`config.mk`:
```
export PLATFORM = sky130hd
export DESIGN_NAME = mcyc_ctrl
export DESIGN_NICKNAME = d
export VERILOG_FILES = /design/src/rtl/mcyc_pkg.sv /design/src/rtl/mcyc_aludec.sv /design/src/rtl/mcyc_ctrl.sv
export SDC_FILE = /design/constraint.sdc
export NUM_CORES = 1
export LEC_CHECK = 0
export ABC_CLOCK_PERIOD_IN_PS = 4000
export CELL_PAD_IN_SITES_DETAIL_PLACEMENT = 1
export CELL_PAD_IN_SITES_GLOBAL_PLACEMENT = 2
export CORE_UTILIZATION = 23
export DETAILED_ROUTE_END_ITERATION = 6
export HOLD_SLACK_MARGIN = 0.02
export MAX_ROUTING_LAYER = met4
export PLACE_DENSITY = 0.89
export SLEW_MARGIN = 10
export SYNTH_ARGS = -nofsm -noshare
export SYNTH_HDL_FRONTEND = slang
export SYNTH_SLANG_ARGS = --single-unit
```
`constraint.sdc`:
```
create_clock -name clk -period 4 [get_ports clk]
set_input_delay 0.8 -clock clk [delete_from_list [all_inputs] [get_ports clk]]
set_output_delay 0.8 -clock clk [all_outputs]
set_load 0.1 [all_outputs]
```
`src/rtl/mcyc_pkg.sv`:
```
// ---------------------------------------------------------------------------
// mcyc_pkg
// Shared definitions for the multicycle MIPS control unit:
//   - state_t : FSM state encoding (also exported on state_dbg)
//   - aluop_t : internal ALU operation class handed to the ALU decoder
//   - ctrl_t  : bundle of raw (pre-reset-gating) datapath controls
//   - opcode, funct and alucontrol constants
//   - immediate-instruction helpers shared by decode and output logic
// ---------------------------------------------------------------------------
package mcyc_pkg;

  typedef enum logic [3:0] {
    S_FETCH   = 4'd0,
    S_DECODE  = 4'd1,
    S_MEMADR  = 4'd2,
    S_MEMRD   = 4'd3,
    S_MEMWB   = 4'd4,
    S_MEMWR   = 4'd5,
    S_RTYPEEX = 4'd6,
    S_RTYPEWB = 4'd7,
    S_BEQEX   = 4'd8,
    S_BNEEX   = 4'd9,
    S_IMMEX   = 4'd10,
    S_IMMWB   = 4'd11,
    S_JEX     = 4'd12,
    S_HALT    = 4'd13
  } state_t;

  // ALUOP_NONE is the idle class: states that do not use the ALU drive 000.
  typedef enum logic [2:0] {
    ALUOP_NONE  = 3'd0,
    ALUOP_ADD   = 3'd1,
    ALUOP_SUB   = 3'd2,
    ALUOP_AND   = 3'd3,
    ALUOP_OR    = 3'd4,
    ALUOP_SLT   = 3'd5,
    ALUOP_FUNCT = 3'd6
  } aluop_t;

  typedef struct packed {
    logic       memreq;
    logic       pcwrite;
    logic       branch_eq;
    logic       branch_ne;
    logic       memwrite;
    logic       irwrite;
    logic       regwrite;
    logic       alusrca;
    logic       iord;
    logic       memtoreg;
    logic       regdst;
    logic       immzext;
    logic [1:0] alusrcb;
    logic [1:0] pcsrc;
    aluop_t     aluop;
  } ctrl_t;

  // Opcodes (instr[31:26])
  localparam logic [5:0] OP_RTYPE = 6'b000000;
  localparam logic [5:0] OP_LW    = 6'b100011;
  localparam logic [5:0] OP_SW    = 6'b101011;
  localparam logic [5:0] OP_BEQ   = 6'b000100;
  localparam logic [5:0] OP_BNE   = 6'b000101;
  localparam logic [5:0] OP_ADDI  = 6'b001000;
  localparam logic [5:0] OP_ANDI  = 6'b001100;
  localparam logic [5:0] OP_ORI   = 6'b001101;
  localparam logic [5:0] OP_SLTI  = 6'b001010;
  localparam logic [5:0] OP_J     = 6'b000010;

  // R-type function codes (instr[5:0])
  localparam logic [5:0] FN_ADD = 6'b100000;
  localparam logic [5:0] FN_SUB = 6'b100010;
  localparam logic [5:0] FN_AND = 6'b100100;
  localparam logic [5:0] FN_OR  = 6'b100101;
  localparam logic [5:0] FN_SLT = 6'b101010;

  // 3-bit alucontrol encodings
  localparam logic [2:0] ALUC_ADD = 3'b010;
  localparam logic [2:0] ALUC_SUB = 3'b110;
  localparam logic [2:0] ALUC_AND = 3'b000;
  localparam logic [2:0] ALUC_OR  = 3'b001;
  localparam logic [2:0] ALUC_SLT = 3'b111;

  function automatic logic is_imm_op(input logic [5:0] op);
    return (op == OP_ADDI) || (op == OP_ANDI) || (op == OP_ORI) || (op == OP_SLTI);
  endfunction

  function automatic aluop_t imm_aluop(input logic [5:0] op);
    aluop_t r;
    case (op)
      OP_ANDI: r = ALUOP_AND;
      OP_ORI:  r = ALUOP_OR;
      OP_SLTI: r = ALUOP_SLT;
      default: r = ALUOP_ADD;
    endcase
    return r;
  endfunction

  // Logical immediates are zero-extended; arithmetic/compare ones sign-extended.
  function automatic logic imm_zext(input logic [5:0] op);
    return (op == OP_ANDI) || (op == OP_ORI);
  endfunction

endpackage

```
`src/rtl/mcyc_aludec.sv`:
```
// ---------------------------------------------------------------------------
// mcyc_aludec
// Combinational ALU decoder. Maps the FSM's ALU operation class (and, for
// R-type execute, the funct field) to the 3-bit alucontrol code. Also flags
// whether funct is a supported R-type function; that flag depends on funct
// only, so the controller uses it for the DECODE legality check regardless
// of which aluop is currently selected.
//
// Ports:
//   aluop       in  aluop_t  operation class from the controller
//   funct       in  6        instr[5:0]
//   alucontrol  out 3        ALU operation code
//   funct_legal out 1        funct is add/sub/and/or/slt
// ---------------------------------------------------------------------------
module mcyc_aludec
  import mcyc_pkg::*;
(
  input  aluop_t     aluop,
  input  logic [5:0] funct,
  output logic [2:0] alucontrol,
  output logic       funct_legal
);

  logic [2:0] funct_aluc;

  always_comb begin
    funct_aluc  = ALUC_ADD;
    funct_legal = 1'b1;
    case (funct)
      FN_ADD:  funct_aluc = ALUC_ADD;
      FN_SUB:  funct_aluc = ALUC_SUB;
      FN_AND:  funct_aluc = ALUC_AND;
      FN_OR:   funct_aluc = ALUC_OR;
      FN_SLT:  funct_aluc = ALUC_SLT;
      default: funct_legal = 1'b0;
    endcase
  end

  always_comb begin
    alucontrol = 3'b000;
    case (aluop)
      ALUOP_ADD:   alucontrol = ALUC_ADD;
      ALUOP_SUB:   alucontrol = ALUC_SUB;
      ALUOP_AND:   alucontrol = ALUC_AND;
      ALUOP_OR:    alucontrol = ALUC_OR;
      ALUOP_SLT:   alucontrol = ALUC_SLT;
      ALUOP_FUNCT: alucontrol = funct_aluc;
      default:     alucontrol = 3'b000;
    endcase
  end

endmodule

```
`src/rtl/mcyc_ctrl.sv`:
```
// ---------------------------------------------------------------------------
// mcyc_ctrl
// Multicycle MIPS control unit. Sequences fetch/decode/execute/memory/
// write-back for lw, sw, R-type (add/sub/and/or/slt), beq, bne, addi, andi,
// ori, slti and j, with a memory ready/request handshake that inserts wait
// states in FETCH, MEMRD and MEMWR. Unsupported instructions park the FSM in
// HALT with a sticky illegal flag until reset.
//
// Parameters:
//   MEM_HANDSHAKE  1: memory states wait for mem_ready; 0: one cycle each
//   ALUC_W         alucontrol width (3-bit codes zero-extended)
//
// Ports:
//   clk, reset_n      clock, asynchronous active-low reset
//   op, funct         instruction register fields
//   zero              ALU result == 0 (branch resolution)
//   mem_ready         memory completes the current request this cycle
//   memreq, memwrite  memory request / write strobe
//   pcen, irwrite     PC and instruction register enables
//   regwrite          register file write
//   alusrca, alusrcb  ALU operand selects
//   iord              memory address select (PC / ALUOut)
//   memtoreg, regdst  write-back data / destination selects
//   immzext           zero-extend the immediate
//   pcsrc             next-PC select
//   alucontrol        ALU operation
//   illegal           sticky unsupported-instruction flag
//   state_dbg         current state encoding
// ---------------------------------------------------------------------------
module mcyc_ctrl
  import mcyc_pkg::*;
#(
  parameter bit MEM_HANDSHAKE = 1'b1,
  parameter int ALUC_W        = 3
) (
  input  logic              clk,
  input  logic              reset_n,
  input  logic [5:0]        op,
  input  logic [5:0]        funct,
  input  logic              zero,
  input  logic              mem_ready,
  output logic              memreq,
  output logic              pcen,
  output logic              memwrite,
  output logic              irwrite,
  output logic              regwrite,
  output logic              alusrca,
  output logic              iord,
  output logic              memtoreg,
  output logic              regdst,
  output logic              immzext,
  output logic [1:0]        alusrcb,
  output logic [1:0]        pcsrc,
  output logic [ALUC_W-1:0] alucontrol,
  output logic              illegal,
  output logic [3:0]        state_dbg
);

  state_t     state, state_n;
  logic       illegal_q;
  logic       ready;
  ctrl_t      c;
  logic [2:0] aluc3;
  logic       funct_legal;
  logic       pcen_raw;

  // Without the handshake every memory access completes in one cycle.
  assign ready = MEM_HANDSHAKE ? mem_ready : 1'b1;

  mcyc_aludec u_aludec (
    .aluop       (c.aluop),
    .funct       (funct),
    .alucontrol  (aluc3),
    .funct_legal (funct_legal)
  );

  // State register; illegal latches on entry to HALT and only reset clears it.
  always_ff @(posedge clk or negedge reset_n) begin
    if (!reset_n) begin
      state     <= S_FETCH;
      illegal_q <= 1'b0;
    end else begin
      state <= state_n;
      if (state_n == S_HALT) illegal_q <= 1'b1;
    end
  end

  // Next-state logic
  always_comb begin
    state_n = state;
    case (state)
      S_FETCH:  if (ready) state_n = S_DECODE;
      S_DECODE: begin
        case (op)
          OP_LW, OP_SW: state_n = S_MEMADR;
          OP_RTYPE:     state_n = funct_legal ? S_RTYPEEX : S_HALT;
          OP_BEQ:       state_n = S_BEQEX;
          OP_BNE:       state_n = S_BNEEX;
          OP_J:         state_n = S_JEX;
          default:      state_n = is_imm_op(op) ? S_IMMEX : S_HALT;
        endcase
      end
      S_MEMADR:  state_n = (op == OP_SW) ? S_MEMWR : S_MEMRD;
      S_MEMRD:   if (ready) state_n = S_MEMWB;
      S_MEMWR:   if (ready) state_n = S_FETCH;
      S_RTYPEEX: state_n = S_RTYPEWB;
      S_IMMEX:   state_n = S_IMMWB;
      S_MEMWB, S_RTYPEWB, S_IMMWB,
      S_BEQEX, S_BNEEX, S_JEX: state_n = S_FETCH;
      S_HALT:    state_n = S_HALT;
      default:   state_n = S_FETCH;
    endcase
  end

  // Output decode: Moore per state, except irwrite/pcwrite in FETCH which
  // follow ready so the IR and PC only load when the fetch completes.
  always_comb begin
    c       = '0;
    c.aluop = ALUOP_NONE;
    case (state)
      S_FETCH: begin
        c.memreq  = 1'b1;
        c.alusrcb = 2'b01;
        c.aluop   = ALUOP_ADD;
        c.irwrite = ready;
        c.pcwrite = ready;
      end
      S_DECODE: begin
        c.alusrcb = 2'b11;
        c.aluop   = ALUOP_ADD;
      end
      S_MEMADR: begin
        c.alusrca = 1'b1;
        c.alusrcb = 2'b10;
        c.aluop   = ALUOP_ADD;
      end
      S_MEMRD: begin
        c.memreq = 1'b1;
        c.iord   = 1'b1;
      end
      S_MEMWR: begin
        c.memreq   = 1'b1;
        c.iord     = 1'b1;
        c.memwrite = 1'b1;
      end
      S_MEMWB: begin
        c.regwrite = 1'b1;
        c.memtoreg = 1'b1;
      end
      S_RTYPEEX: begin
        c.alusrca = 1'b1;
        c.aluop   = ALUOP_FUNCT;
      end
      S_RTYPEWB: begin
        c.regwrite = 1'b1;
        c.regdst   = 1'b1;
      end
      S_BEQEX: begin
        c.alusrca   = 1'b1;
        c.aluop     = ALUOP_SUB;
        c.pcsrc     = 2'b01;
        c.branch_eq = 1'b1;
      end
      S_BNEEX: begin
        c.alusrca   = 1'b1;
        c.aluop     = ALUOP_SUB;
        c.pcsrc     = 2'b01;
        c.branch_ne = 1'b1;
      end
      S_IMMEX: begin
        c.alusrca = 1'b1;
        c.alusrcb = 2'b10;
        c.aluop   = imm_aluop(op);
        c.immzext = imm_zext(op);
      end
      S_IMMWB: begin
        // IR is stable here, so re-decoding op holds the IMMEX ALU setup.
        c.regwrite = 1'b1;
        c.aluop    = imm_aluop(op);
        c.immzext  = imm_zext(op);
      end
      S_JEX: begin
        c.pcsrc   = 2'b10;
        c.pcwrite = 1'b1;
      end
      default: ;
    endcase
  end

  assign pcen_raw = c.pcwrite | (c.branch_eq & zero) | (c.branch_ne & ~zero);

  // Every output is forced low while reset is held, independent of the clock,
  // so a reset in the middle of a write drops memwrite immediately.
  assign memreq     = reset_n & c.memreq;
  assign pcen       = reset_n & pcen_raw;
  assign memwrite   = reset_n & c.memwrite;
  assign irwrite    = reset_n & c.irwrite;
  assign regwrite   = reset_n & c.regwrite;
  assign alusrca    = reset_n & c.alusrca;
  assign iord       = reset_n & c.iord;
  assign memtoreg   = reset_n & c.memtoreg;
  assign regdst     = reset_n & c.regdst;
  assign immzext    = reset_n & c.immzext;
  assign alusrcb    = reset_n ? c.alusrcb : 2'b00;
  assign pcsrc      = reset_n ? c.pcsrc : 2'b00;
  assign alucontrol = reset_n ? ALUC_W'(aluc3) : '0;
  assign illegal    = reset_n & illegal_q;
  assign state_dbg  = reset_n ? state : 4'd0;

endmodule

```
Word-level counts from Yosys, hierarchy flattened
Index checks and enable logic that the tools add are counted.
{ "classes": {"eq_ne": 33, "bitwise": 16, "muxes": 31, "n_reduce_logical": 16} }
{ "op_table": {"columns": ["op", "n"], "rows": [
  ["== test 6 bit, second input constant", 7],
  ["case mux 4 bit (8 select lines)", 1],
  ["== test 4 bit, second input constant", 7],
  ["== test 6 x 4 -> 1 bit, second input constant", 4],
  ["case mux 3 bit (4 select lines)", 2],
  ["two-way mux 4 bit", 5],
  ["case mux 4 bit (5 select lines)", 1],
  ["== test 4 x 3 -> 1 bit, second input constant", 4],
  ["case mux 3 bit (5 select lines)", 1],
  ["AND 1 bit", 13],
  ["== test 6 x 3 -> 1 bit, second input constant", 2],
  ["two-way mux 1 bit", 12],
  ["OR reduction 2 bit", 5],
  ["OR reduction 5 bit", 2],
  ["== test 3 bit, second input constant", 3],
  ["two-way mux 3 bit", 3],
  ["case mux 3 bit (3 select lines)", 1],
  ["OR reduction 3 bit", 3],
  ["== test 4 x 2 -> 1 bit, second input constant", 2],
  ["== test 6 x 2 -> 1 bit, second input constant", 1],
  ["logical NOT 6 bit", 1],
  ["case mux 2 bit (3 select lines)", 1],
  ["== test 4 x 1 -> 1 bit, second input constant", 1],
  ["logical NOT 4 bit", 1],
  ["other kinds (8)", 13]
]} }
{ "totals": {"output_inout_bits": 22, "word_cells": 98, "register_bits": 5, "in_bits": 16} }

Longest topological paths before layout
{ "depth": {"ltp_word": 8, "mapped_depth": 6, "ltp_nobuf": 5} }

Hierarchy
A second synthesis with hierarchy kept.
{ "hier_totals": {"cells_unflattened": 125, "hier_area_um2": 869.6} }
{ "by_module_without_submodules": {"columns": ["mod", "area_per_inst_um2", "instances", "cells_per_inst", "seq_area_each_um2"], "rows": [
  ["mcyc_ctrl", 750.7, 1, 106, 125.1],
  ["mcyc_aludec", 118.9, 1, 19, 0.0]
]} }

Worst setup path after synthesis
OpenSTA, ideal clock, no wires.
{ "synth_timing": {"kind": "input -> output", "startpoint": "input reset_n", "endpoint": "output irwrite", "cell_stages": 2, "arrival_ps": 3769, "n_path_buf": 0, "slack_ps": -569, "t_required_ps": 3200, "path_cell_list": "nand2_1 nor4_1"} }
{ "synth_via": {"elab_chain_cells": 1} }
{ "synth_rtl": {"columns": ["element", "line_no", "text"], "rows": [
  ["from (decl)", "mcyc_ctrl.sv:37", "input logic reset_n,"],
  ["AND 1 bit", "mcyc_ctrl.sv:197", "assign irwrite = reset_n & c.irwrite;"],
  ["to (decl)", "mcyc_ctrl.sv:45", "output logic irwrite,"]
]} }
Every way passes these cells.

Final worst setup path
{ "layout_timing": {"startpoint": "input op[4]", "endpoint": "output alucontrol[2]"} }
{ "layout_via": {"elab_chain_cells": 6, "word_cells_on_any_way": 12, "classes_between": "eq/ne: 8; mux: 4"} }
{ "layout_rtl": {"columns": ["element", "line_no", "text"], "rows": [
  ["from (decl)", "mcyc_ctrl.sv:38", "input logic [5:0] op,"],
  ["== test 6 x 4 -> 1 bit", "mcyc_pkg.sv:90", "case (op)"],
  ["case mux 3 bit (3 select lines) *", "mcyc_pkg.sv:90", null],
  ["case mux 3 bit (4 select lines) *", "mcyc_ctrl.sv:120", "case (state)"],
  ["== test 3 bit (tied with other cells)", "mcyc_aludec.sv:41", "case (aluop)"],
  ["case mux 3 bit (5 select lines) *", "mcyc_aludec.sv:41", null],
  ["two-way mux 3 bit *", "mcyc_ctrl.sv:206", "assign alucontrol = reset_n ? ALUC_W'(aluc3) : '0;"],
  ["to (decl)", "mcyc_ctrl.sv:54", "output logic [ALUC_W-1:0] alucontrol,"]
]} }
Every way passes the cells marked *; elsewhere a longest branch is shown, timed or not.

==> impl_metrics.env <==
export IMPL_count_of_flip_flops_with_a_built_in_enable_after_synthesis=0
export IMPL_synth_seq_area_share_pct=13.74
export IMPL_power_internal_mw=0.3855
export IMPL_power_switching_fraction_pct=62.58
export IMPL_vias_per_cell=5.140
export IMPL_crit_end="alucontrol[2]"
export IMPL_crit_reg2reg_capture="illegal_q$_DFFE_PN0N_"
export IMPL_post_synth_inst_count=134
export IMPL_die_width_um=64.93
export IMPL_antenna_cells=0
export IMPL_first_pass_iters=3
export IMPL_num_nets_final=183
export IMPL_synth_warnings=0
export IMPL_grt_antenna_before_repair=0
export IMPL_hold_class="reg -> reg"
export IMPL_syn_area_per_cell_um2=6.798
export IMPL_maxSlewHeadroom_pct=48.75
export IMPL_run_status="finished clean"
export IMPL_finalMaxSlewViolations=0
export IMPL_grt_overflow=0
export IMPL_worst_pin_slew_ns=0.7687
export IMPL_power_net_switching_mw=0.6447
export IMPL_startpoint_type="input pin"
export IMPL_synth_commonest_cells="nor2_1 (14), a21oi_1 (9), nand2_1 (9)"
export IMPL_core_area_um2=3716
export IMPL_grt_max_degree=24
export IMPL_postSynthRegisterBits=5
export IMPL_comb_power_share_pct=76.1
export IMPL_synth_largest_area_cell="dfrtp_1"
export IMPL_post_drt_wl_per_cell_um=14.51
export IMPL_dpl_cell_count=210
export IMPL_drc_errors=0
export IMPL_netlist_top_cells_area="dfrtp_1 (14%), nor2_1 (5.8%), a21oi_1 (4.9%)"
export IMPL_post_layout_total_power_mw=1.030
export IMPL_ctsLongestPathBuffers=2
export IMPL_startpoint="op[4]"
export IMPL_floorplan_initialDensity_pct=24.51
export IMPL_clock_tree_from_tritoncts="built"
export IMPL_most_used_flip_flop_cell_after_synthesis="dfrtp_1"
export IMPL_h_tree_depth=1
export IMPL_fin_crit_ns=3.366
export IMPL_setup_violations=0
export IMPL_postSynthNetCount=150
export IMPL_powerDensity_nw_per_um2=717.9
export IMPL_cts_hold_buf=0
export IMPL_first_global_vias=1093
export IMPL_worstPathRequired_ns=3.20
export IMPL_filler_cell_count=461
export IMPL_post_route_util_pct=38.62
export IMPL_power_frac_clock_pct=9.4
export IMPL_layout_drive_gt1_share_pct=22.89
export IMPL_design_die_area_um2=4216
export IMPL_clock_tree_root_cell="clkbuf_8"
export IMPL_io_buffers=37
export IMPL_period_share_pct=84.14
export IMPL_ys_types=47
export IMPL_power_leakage_nw=0.5623
export IMPL_worstSetupPathType="in -> out"
export IMPL_critPathCaptureType="output pin"
export IMPL_grt_first_pass_wirelength_um=5244
export IMPL_routabilityCongestion=0.7666
export IMPL_achievable_frequency_ghz=0.2971
export IMPL_postCtsSetupRepairBufs=0
export IMPL_worst_skew_pair_late_latency_ns=0.23
export IMPL_vdd_ir_drop_max_mv=0.1512
export IMPL_cts_num_sinks=5
export IMPL_yosys_cell_count_top_type="nor2_1"
export IMPL_synthesized_area_um2=910.9
export IMPL_global_route_usage_total_pct=16.23
export IMPL_io_pins=38
export IMPL_initialDrtViolationCount=54
export IMPL_tritoncts_buffers=3
export IMPL_cts_resized=0
export IMPL_floorplan_die_height_um=64.93
export IMPL_setup_tns_ns=0
export IMPL_maxCapViolations=0
export IMPL_worstReg2RegStart="state[0]$_DFF_PN0_"
export IMPL_clk_transition_reported_paths_ns=0.04
export IMPL_reg2reg_slack_ns=2.00
export IMPL_grt_setup_unrepaired="false"
export IMPL_final_instance_count_excl_fill=214
export IMPL_drt_total_wl_um=3106
export IMPL_vias=1100
export IMPL_seq_power_share_pct=14.5
export IMPL_critPathArrivalTime_ns=2.57
export IMPL_placementRows=22
export IMPL_worst_clock_skew_ns=0.001214
export IMPL_drt_antenna_violating_nets=0
export IMPL_yosys_area_top_type_share_pct=13.74
export IMPL_timing_reg2reg_worst_path_depth=5
export IMPL_final_hold_viol_count=0
export IMPL_post_synth_arst_share_pct=100.0
export IMPL_synthToLayoutAreaGrowth_pct=57.56
export IMPL_place_hpwl_um=2428
export IMPL_worstPathMaxFanout=6
area by class of cell:
cell class	instances	area (um^2)	area share, %
Multi-Input combinational cell	112	730.7	50.92
Timing Repair Buffer	38	447.9	31.21
Sequential cell	5	125.1	8.718
Tap cell	48	60.06	4.185
Clock buffer	4	45.04	3.139
Inverter	7	26.28	1.831
kinds of logic (layout without fill, tap and decap cells):
group	after synthesis	after routing	synth area share (%)
muxes	2	2	2.198
xor gates and xnor gates	1	1	0.9617
DFF	5	5	13.74
AOI/OAI and AO/OA	42	42	32.56
buffers and inverters	17	49	8.243
and+or+nand+nor	67	67	42.31
per-layer routing:
layer / wire length [um] / vias up / global-route usage [%] / part of all wire [%]
met5: 0 / - / - / 0
met4: 23 / 0 / 5.000 / 0.74
met3: 97 / 3 / 1.232 / 3.1
met2: 1536 / 26 / 27.60 / 49
met1: 1448 / 512 / 20.25 / 47
li1: - / 559 / - / -
per-stage QoR:
stage,setup slack (ns),hold WS (ns),instance area [um^2]
after floorplan,0.1558,0.4309,930.9
after CTS,0.6273,0.4831,1435
after detailed placement,0.6314,0.4750,1390
after global routing,0.4671,0.5042,1435
after global placement,0.6505,0.4444,1390
final,0.6343,0.4739,1435
state kept, by name, indices dropped and copies added (netlist names):
signal and count:
illegal_q 1, state 4
worst min-delay path by stage:
stage	from	to	slack (ns)	depth (start not counted)
2_1_floorplan	illegal_q$_DFFE_PN0N_	illegal_q$_DFFE_PN0N_	0.43	1
3_3_place_gp	illegal_q$_DFFE_PN0N_	illegal_q$_DFFE_PN0N_	0.44	1
3_5_place_dp	illegal_q$_DFFE_PN0N_	illegal_q$_DFFE_PN0N_	0.48	1
4_1_cts	illegal_q$_DFFE_PN0N_	illegal_q$_DFFE_PN0N_	0.48	1
5_1_grt	illegal_q$_DFFE_PN0N_	illegal_q$_DFFE_PN0N_	0.50	1
6_report	illegal_q$_DFFE_PN0N_	illegal_q$_DFFE_PN0N_	0.47	1
critical path, cell delays in order:
cell	delay (ns)
clkdlybuf4s50_1	0.53
nor3b_2	0.38
o21ai_0	0.22
a21oi_1	0.18
nor2_1	0.06
nor2_1	0.18
buf_12	0.21
power by group through the flow:
stage | combinational [mW] | sequential (mW) | clock [mW]
2_1_floorplan | 0.635 | 0.0838 | 0
3_3_place_gp | 0.778 | 0.146 | 0
3_5_place_dp | 0.789 | 0.150 | 0
4_1_cts | 0.789 | 0.150 | 0.0986
5_1_grt | 0.829 | 0.160 | 0.102
6_report | 0.784 | 0.149 | 0.0965
cell usage in the layout (no fill, tap or decap), types with 2 or more instances in the layout:
cell type,synthesis,layout
nor2b_1,6,6
a21oi_2,1,2
a31oi_1,3,3
and3_1,4,4
o21ai_1,2,3
nand3_1,2,2
a21oi_1,9,8
o211ai_1,2,2
buf_4,1,13
buf_12,0,10
clkbuf_8,0,3
and2_1,6,6
nor2_1,14,14
nand2_1,9,9
inv_1,7,7
nor3_1,8,7
clkdlybuf4s50_1,0,15
o22ai_1,4,4
mux2i_1,2,2
nor3b_2,2,3
dfrtp_1,5,5
o21ai_0,6,5
nand2b_1,6,6
No activity file was read; power rests on OpenSTA's default activity.
